===== src/rtl/truth_table_sweeper_if.sv =====
// Bundle between the truth-table sweeper and the harness around it: sweep control,
// the DUT stimulus/response pair, and the captured result.
interface truth_table_sweeper_if #(
  parameter int N_IN = 3
);
  logic                 start;
  logic [2**N_IN-1:0]   expected;
  logic                 dut_out;
  logic [N_IN-1:0]      dut_in;
  logic                 busy;
  logic                 done;
  // "table" is a reserved word, hence the longer name for the captured truth table.
  logic [2**N_IN-1:0]   captured_table;
  logic                 match;
  logic [N_IN-1:0]      first_mismatch;

  modport master (
    output start, expected, dut_out,
    input  dut_in, busy, done, captured_table, match, first_mismatch
  );

  modport slave (
    input  start, expected, dut_out,
    output dut_in, busy, done, captured_table, match, first_mismatch
  );
endinterface


===== src/rtl/truth_table_sweeper.sv =====
// Walks every input combination of a combinational block, holding each for SETTLE
// cycles, and assembles the sampled output into a truth table checked against a reference.
module truth_table_sweeper #(
  parameter int N_IN   = 3,
  parameter int SETTLE = 2
) (
  input  logic                 clk,
  input  logic                 reset,
  truth_table_sweeper_if.slave bus
);

  localparam int W  = 2**N_IN;
  localparam int CW = (SETTLE > 1) ? $clog2(SETTLE) : 1;
  localparam logic [CW-1:0] CNT_LAST = CW'(SETTLE - 1);

  // state | meaning
  // IDLE  | waiting for start; results of the last sweep held
  // SWEEP | driving idx onto the DUT, sampling on the last settle cycle
  typedef enum logic {IDLE, SWEEP} state_t;

  state_t          state;
  logic [N_IN-1:0] idx;
  logic [CW-1:0]   cnt;
  logic [W-1:0]    exp_q;
  logic [W-1:0]    tbl;
  logic            mm_seen;
  logic            busy;
  logic            done;
  logic            match;
  logic [N_IN-1:0] first_mm;
  logic            miss;

  assign miss = (bus.dut_out != exp_q[idx]);

  always_ff @(posedge clk or posedge reset) begin
    if (reset) begin
      state    <= IDLE;
      idx      <= '0;
      cnt      <= '0;
      exp_q    <= '0;
      tbl      <= '0;
      mm_seen  <= 1'b0;
      busy     <= 1'b0;
      done     <= 1'b0;
      match    <= 1'b0;
      first_mm <= '0;
    end else begin
      done <= 1'b0;
      case (state)
        IDLE: begin
          if (bus.start) begin
            state    <= SWEEP;
            busy     <= 1'b1;
            idx      <= '0;
            cnt      <= '0;
            tbl      <= '0;
            exp_q    <= bus.expected;
            mm_seen  <= 1'b0;
            first_mm <= '0;
            match    <= 1'b0;
          end
        end
        SWEEP: begin
          if (cnt == CNT_LAST) begin
            tbl[idx] <= bus.dut_out;
            if (miss && !mm_seen) begin
              mm_seen  <= 1'b1;
              first_mm <= idx;
            end
            if (idx == '1) begin
              // idx doubles as the registered dut_in, so it returns to 0 for IDLE
              state <= IDLE;
              busy  <= 1'b0;
              done  <= 1'b1;
              idx   <= '0;
              match <= !(mm_seen || miss);
            end else begin
              idx <= idx + 1'b1;
              cnt <= '0;
            end
          end else begin
            cnt <= cnt + 1'b1;
          end
        end
        default: state <= IDLE;
      endcase
    end
  end

  assign bus.dut_in         = idx;
  assign bus.busy           = busy;
  assign bus.done           = done;
  assign bus.captured_table = tbl;
  assign bus.match          = match;
  assign bus.first_mismatch = first_mm;

endmodule


===== src/flat_wrapper.sv =====
// flat-port wrapper written by rule: the top's interface ports become plain ports
module truth_table_sweeper_flat 
#(
  parameter int N_IN   = 3,
  parameter int SETTLE = 2
)
  (clk, reset, bus_start, bus_expected, bus_dut_out, bus_dut_in, bus_busy, bus_done, bus_captured_table, bus_match, bus_first_mismatch);
  truth_table_sweeper_if #(.N_IN(N_IN)) bus_i ();
  input  logic clk;
  input  logic reset;
  input wire logic [$bits(bus_i.start)-1:0] bus_start;
  input wire logic [$bits(bus_i.expected)-1:0] bus_expected;
  input wire logic [$bits(bus_i.dut_out)-1:0] bus_dut_out;
  output wire logic [$bits(bus_i.dut_in)-1:0] bus_dut_in;
  output wire logic [$bits(bus_i.busy)-1:0] bus_busy;
  output wire logic [$bits(bus_i.done)-1:0] bus_done;
  output wire logic [$bits(bus_i.captured_table)-1:0] bus_captured_table;
  output wire logic [$bits(bus_i.match)-1:0] bus_match;
  output wire logic [$bits(bus_i.first_mismatch)-1:0] bus_first_mismatch;
  assign bus_i.start = bus_start;
  assign bus_i.expected = bus_expected;
  assign bus_i.dut_out = bus_dut_out;
  assign bus_dut_in = bus_i.dut_in;
  assign bus_busy = bus_i.busy;
  assign bus_done = bus_i.done;
  assign bus_captured_table = bus_i.captured_table;
  assign bus_match = bus_i.match;
  assign bus_first_mismatch = bus_i.first_mismatch;
  truth_table_sweeper #(.N_IN(N_IN), .SETTLE(SETTLE)) u_core (.clk(clk), .reset(reset), .bus(bus_i));
endmodule

===== config.mk =====
export PLATFORM = sky130hd
export DESIGN_NAME = truth_table_sweeper_flat
export DESIGN_NICKNAME = d
export VERILOG_FILES = /design/src/rtl/truth_table_sweeper_if.sv /design/src/rtl/truth_table_sweeper.sv /design/src/flat_wrapper.sv
export SDC_FILE = /design/constraint.sdc
export NUM_CORES = 1
export LEC_CHECK = 0
export BUFFER_PORTS_ARGS = -buffer_cell sky130_fd_sc_hd__buf_2
export CORE_ASPECT_RATIO = 0.5
export CORE_MARGIN = 2
export CORE_UTILIZATION = 36
export CTS_CLUSTER_DIAMETER = 200
export DETAILED_ROUTE_END_ITERATION = 16
export PLACE_DENSITY = 0.66
export SYNTH_ARGS = -nofsm -noshare
export SYNTH_HDL_FRONTEND = slang
export SYNTH_SLANG_ARGS = --single-unit

===== constraint.sdc =====
create_clock -name clk -period 2.8 [get_ports clk]
set_clock_uncertainty 0.1 [all_clocks]
set_input_delay 0.42 -clock clk [delete_from_list [all_inputs] [get_ports clk]]
set_output_delay 0.42 -clock clk [all_outputs]
set_load 0.03 [all_outputs]

-- After elaboration in Yosys (flattened, before gate mapping)
Index checks and enable logic that the tools add are counted.
- flip-flop bits (word level): 28
- input bits: 12
- output and inout bits: 17
- word-level logic and storage cells: 65
- $add $sub $neg: 2
- $lt $le $gt $ge: 2
- eq/ne operators: 6
- mux-type cells: 35
- bitwise gates (word level): 1
- reductions and logical operators: 9
- operator list (cell ; count):
    1-bit 2-to-1 mux ; 17
    8-bit 2-to-1 mux ; 2
    8-bit one-hot mux with 2 select lines ; 1
    3-bit 2-to-1 mux ; 5
    3-bit one-hot mux with 2 select lines ; 2
    1-bit one-hot mux with 2 select lines ; 5
    8-bit bitwise mux ; 1
    2-bit != test (second input constant) ; 4
    3-bit AND reduction ; 2
    3-bit by 4-bit less-than comparator with 1-bit output (second input constant) ; 1
    2-bit AND reduction ; 2
    3-bit by 1-bit adder with 3-bit output (second input constant) ; 1
    1-bit binary-select mux with 3-bit select ; 1
    1-bit demux with 3-bit select ; 1
    3-bit equality test (second input constant) ; 1
    3-bit by 1-bit >= comparator with 1-bit output (second input constant) ; 1
    1-bit logical AND ; 2
    1-bit zero test ; 2
    1-bit adder (second input constant) ; 1
    1-bit logical OR ; 1
    1-bit != test ; 1
    1-bit inverter ; 1

-- Depth between registers and ports, before layout
- depth in word-level cells: 8
- depth in mapped cells: 6
- gate-level depth less buffers: 6

-- Worst setup path after synthesis
No wires, ideal clock.
- path type: register -> register
- from: register u_core.idx[2], in the netlist u_core.bus.dut_in[2]
- to: register u_core.first_mm[0], in the netlist u_core.bus.first_mismatch[0]
- setup time: 79 ps
- data arrival time: 1773 ps
- data required time: 2621 ps
- path slack: 848 ps
- stages on the path, launching flop included: 6
- path buffers: 1
- period minus slack after synthesis: 1952 ps
- path through: dfrtp_1 buf_2 inv_2 mux4_2 mux2i_4 mux2i_1
- cells in the longest elaborated chain, start to end: 6
- RTL lines (element ; line ; source):
    from (decl) ; truth_table_sweeper.sv:22 ; logic [N_IN-1:0] idx;
    from (signal assigned) ; truth_table_sweeper.sv:78 ; idx <= idx + 1'b1;
    1-bit binary-select mux with 3-bit select ; truth_table_sweeper.sv:33 ; assign miss = (bus.dut_out != exp_q[idx]);
    1-bit 2-to-1 mux (implied by the code) ; truth_table_sweeper.sv:33 ;
    1-bit != test ; truth_table_sweeper.sv:33 ;
    1-bit logical AND ; truth_table_sweeper.sv:66 ; if (miss && !mm_seen) begin
    2-bit != test (no source line) ; -- ;
    3-bit AND reduction (no source line) ; -- ;
    to (signal assigned) ; truth_table_sweeper.sv:68 ; first_mm <= idx;
    to (decl) ; truth_table_sweeper.sv:30 ; logic [N_IN-1:0] first_mm;
No other way between the ends. The select of a mux whose other input is x is not followed.
A chain may end at the register's enable or synchronous reset.

-- Final worst setup path
- from: register u_core.idx[0], in the netlist u_core.bus.dut_in[0]
- to: register u_core.first_mm[0], in the netlist u_core.bus.first_mismatch[0]
- cells in the longest elaborated chain, start to end: 6
- elaborated cells between the ends (all ways): 9
- classes of those cells: eq/ne (2); mux (5); reduce/logical (2)
- RTL lines (element ; line):
    1-bit binary-select mux with 3-bit select ; truth_table_sweeper.sv:33
    1-bit 2-to-1 mux (implied by the code) ; truth_table_sweeper.sv:33
    1-bit != test ; truth_table_sweeper.sv:33
    1-bit logical AND ; truth_table_sweeper.sv:66
    2-bit != test (no source line) ; --
    3-bit AND reduction (no source line) ; --
Several ways; a longest one is shown, not always the timed one. The select of a mux whose other input is x is not followed.

==> impl_metrics.ini <==
[clocking]
cts.clk_slew.worst_paths_ns = 0.09
cts_hold_buf = 0
htreeDepth = 1
clk_latency_ns = 0.28
clockBufferDepth = 2
cts-resized-gates = 0
cts_setup_buffers = 0
cts_root_buf = clkbuf_8
clock_sinks = 28
cts_tree = done
numCtsBuffers = 3

[sta]
finalSetupTns_ns = 0
rsz0062_at_grt = false
hold_viol = 0
timing.fmax_mhz = 507.7
min_period_over_period_pct = 70.34
setup_viol = 0
maxSlewViolCount = 0
setup_slack_ns = 0.8304
tightest_slew_ns = 0.5742
whs_ns = 0.09702
fin_crit_ns = 1.970
slew_headroom_pct = 61.72

[global_route]
grt_start_max_net_pins = 29
grt.overflow.total = 0
grtUsageMet1_pct = 20.48
top_usage_layer = met2
antenna_found_initial = 0
grt_pass1_vias = 918
track_usage_pct = 14.99
met3_usage_pct = 4.655
grt_pass1_wl_um = 4719
grt_use_met2_pct = 23.33

[cells_and_area]
antenna_cells = 0
fin_nets = 166
syn_to_final_growth_pct = 16.70
fin_util_pct = 44.58
drive_gt1_share_pct = 26.67

[synth]
synthTopCellsByCount = 28 x dfrtp_1, 23 x nand2_1, 11 x nand3_1, 7 x mux2i_1
yosysTopAreaCell = dfrtp_1
yosysWarnings = 0
synthCells = 125
synth-seq-cells = 28
synth_ff_type = dfrtp_1
synth_async_sr_flop_share_pct = 100.0
yosysUniqueCellTypes = 31
syn_area_mm2 = 0.001326
ys_seq_area_share_pct = 52.83
synth_most_common_cell = dfrtp_1
synth_edf_count = 0
syn_avg_cell_area_um2 = 10.61
synth.area.top_cells = dfrtp_1 53%, nand2_1 6.5%, mux2i_1 5.3%
synth_top_area_share_pct = 52.83
syn_nets = 139

[placement]
portBuffers = 28
place.gp.congestion = 0.8049
dp_hpwl_um = 2040
place_ws_ns = 0.8458

[setup_path]
end_kind = flop
arrival_ns = 2.06
reg2reg_slack_ns = 0.83
r2r-end = u_core.bus.first_mismatch[0]$_DFFE_PP0P_
path_max_fanout = 11
crit_type = flop to flop
r2r_cells = 4
worstPathRequired_ns = 2.90
r2r_start = u_core.bus.dut_in[0]$_DFFE_PP0P_
critPathLaunchType = flop

[status]
status = completed

[floorplanning]
core_area_mm2 = 0.003472
die_area_mm2 = 0.004215
die_x_um = 89.84
die_h_um = 46.92
fp-row-count = 15
initial_utilization_pct = 38.20
ios = 29

[power]
p_leak_nw = 0.7889
ir_drop_uv = 297.8
power_density_mw_per_mm2 = 1230

[min_path]
hp-class = input port to async pin

[detailed_routing]
avgRoutedWirePerCell_um = 13.84
final_antenna_net_count = 0
drt_iter0_drc = 79
drc = 0
vias_per_cell = 4.935
dr.pass1.iters = 4
num_vias = 992
routed_wirelength_um = 2782

[flow_run]
cap_violations = 0
-- where the power goes --
part | switching [mW] | leakage [nW] | internal, mW | total, mW
clock | 0.120 | 0.0216 | 0.0968 | 0.217
combinational | 0.559 | 0.422 | 0.359 | 0.919
sequential | 0.182 | 0.345 | 0.586 | 0.768
total | 0.862 | 0.789 | 1.04 | 1.90
-- worst max path at each step --
stage / endpoint / cells past startpoint / startpoint
2_1_floorplan: u_core.bus.first_mismatch[0]$_DFFE_PP0P_ / 5 / u_core.bus.dut_in[2]$_DFFE_PP0P_
3_3_place_gp: u_core.bus.first_mismatch[1]$_DFFE_PP0P_ / 4 / u_core.bus.dut_in[0]$_DFFE_PP0P_
3_5_place_dp: u_core.bus.first_mismatch[0]$_DFFE_PP0P_ / 4 / u_core.bus.dut_in[0]$_DFFE_PP0P_
4_1_cts: u_core.bus.first_mismatch[0]$_DFFE_PP0P_ / 4 / u_core.bus.dut_in[0]$_DFFE_PP0P_
5_1_grt: u_core.bus.first_mismatch[0]$_DFFE_PP0P_ / 4 / u_core.bus.dut_in[0]$_DFFE_PP0P_
6_report: u_core.bus.first_mismatch[0]$_DFFE_PP0P_ / 4 / u_core.bus.dut_in[0]$_DFFE_PP0P_
-- cells by family (layout without fill, tap and decap cells) --
group,count (synthesis),count (layout),synth area share (%)
xor gates and xnor gates,2,2,1.321
DFF,28,28,52.83
and+or+nand+nor,47,47,15.66
buffers and inverters,14,39,4.622
AOI/OAI and AO/OA,15,15,8.207
muxes,17,17,15.47
adders and majority gates,2,2,1.886
-- sequential cells by signal, indices dropped and copies added (netlist names) --
signal / count
u_core.bus.first_mismatch: 3
u_core.bus.dut_in: 3
u_core.state: 1
u_core.cnt: 1
u_core.exp_q: 8
u_core.bus.done: 1
u_core.bus.captured_table: 8
u_core.mm_seen: 1
u_core.bus.busy: 1
u_core.bus.match: 1
-- area by class of cell --
type	instances	area, um^2
fillers	332	1924
flip-flops and latches	28	700.7
multi-input cells	83	564.3
repair buffers	30	155.1
well taps	51	63.81
clock buffers	3	41.29
inverters	6	22.52
-- placed cells by master, fill, tap and decap left out --
| cell type | n |
|---|---|
| buf_2 | 28 |
| dfrtp_1 | 28 |
| nand2_1 | 23 |
| nand3_1 | 11 |
| mux2i_1 | 7 |
| nor2_1 | 6 |
| o211ai_1 | 6 |
| mux2_1 | 6 |
| o31ai_1 | 4 |
| inv_2 | 3 |
| inv_1 | 3 |
| clkbuf_8 | 3 |
| nand4_1 | 2 |
| mux2_2 | 2 |
| ha_1 | 2 |
| buf_4 | 2 |
| and3_1 | 1 |
| nand2b_1 | 1 |
| nor3_1 | 1 |
| nor3b_1 | 1 |
| mux4_2 | 1 |
| mux2i_4 | 1 |
| a21oi_1 | 1 |
| nor2b_1 | 1 |
| o22a_1 | 1 |
| xor2_1 | 1 |
| o22ai_1 | 1 |
| xnor2_1 | 1 |
| o21ai_1 | 1 |
| o311ai_1 | 1 |
-- per-layer routing --
layer,wire length [um],part of all wire [%]
met4,46,1.7
met1,1376,49
met2,1239,45
met3,120,4.3
met5,0,0
-- worst max-delay path, stage by stage, from the launching register on --
cell	delay, ns
dfrtp_1	0.60
mux2i_1	0.15
mux4_2	0.55
mux2i_4	0.26
mux2i_1	0.23
-- per-stage QoR --
stage                     power, mW  instance area, um^2  std cells
final                         1.903                 1548        201
after global routing          2.060                 1548        201
after CTS                     1.925                 1548        201
after detailed placement      1.706                 1506        198
after global placement        1.677                 1506        198
after floorplan               1.472                 1326        125
Note: power is estimated with default switching activity, not from simulation.
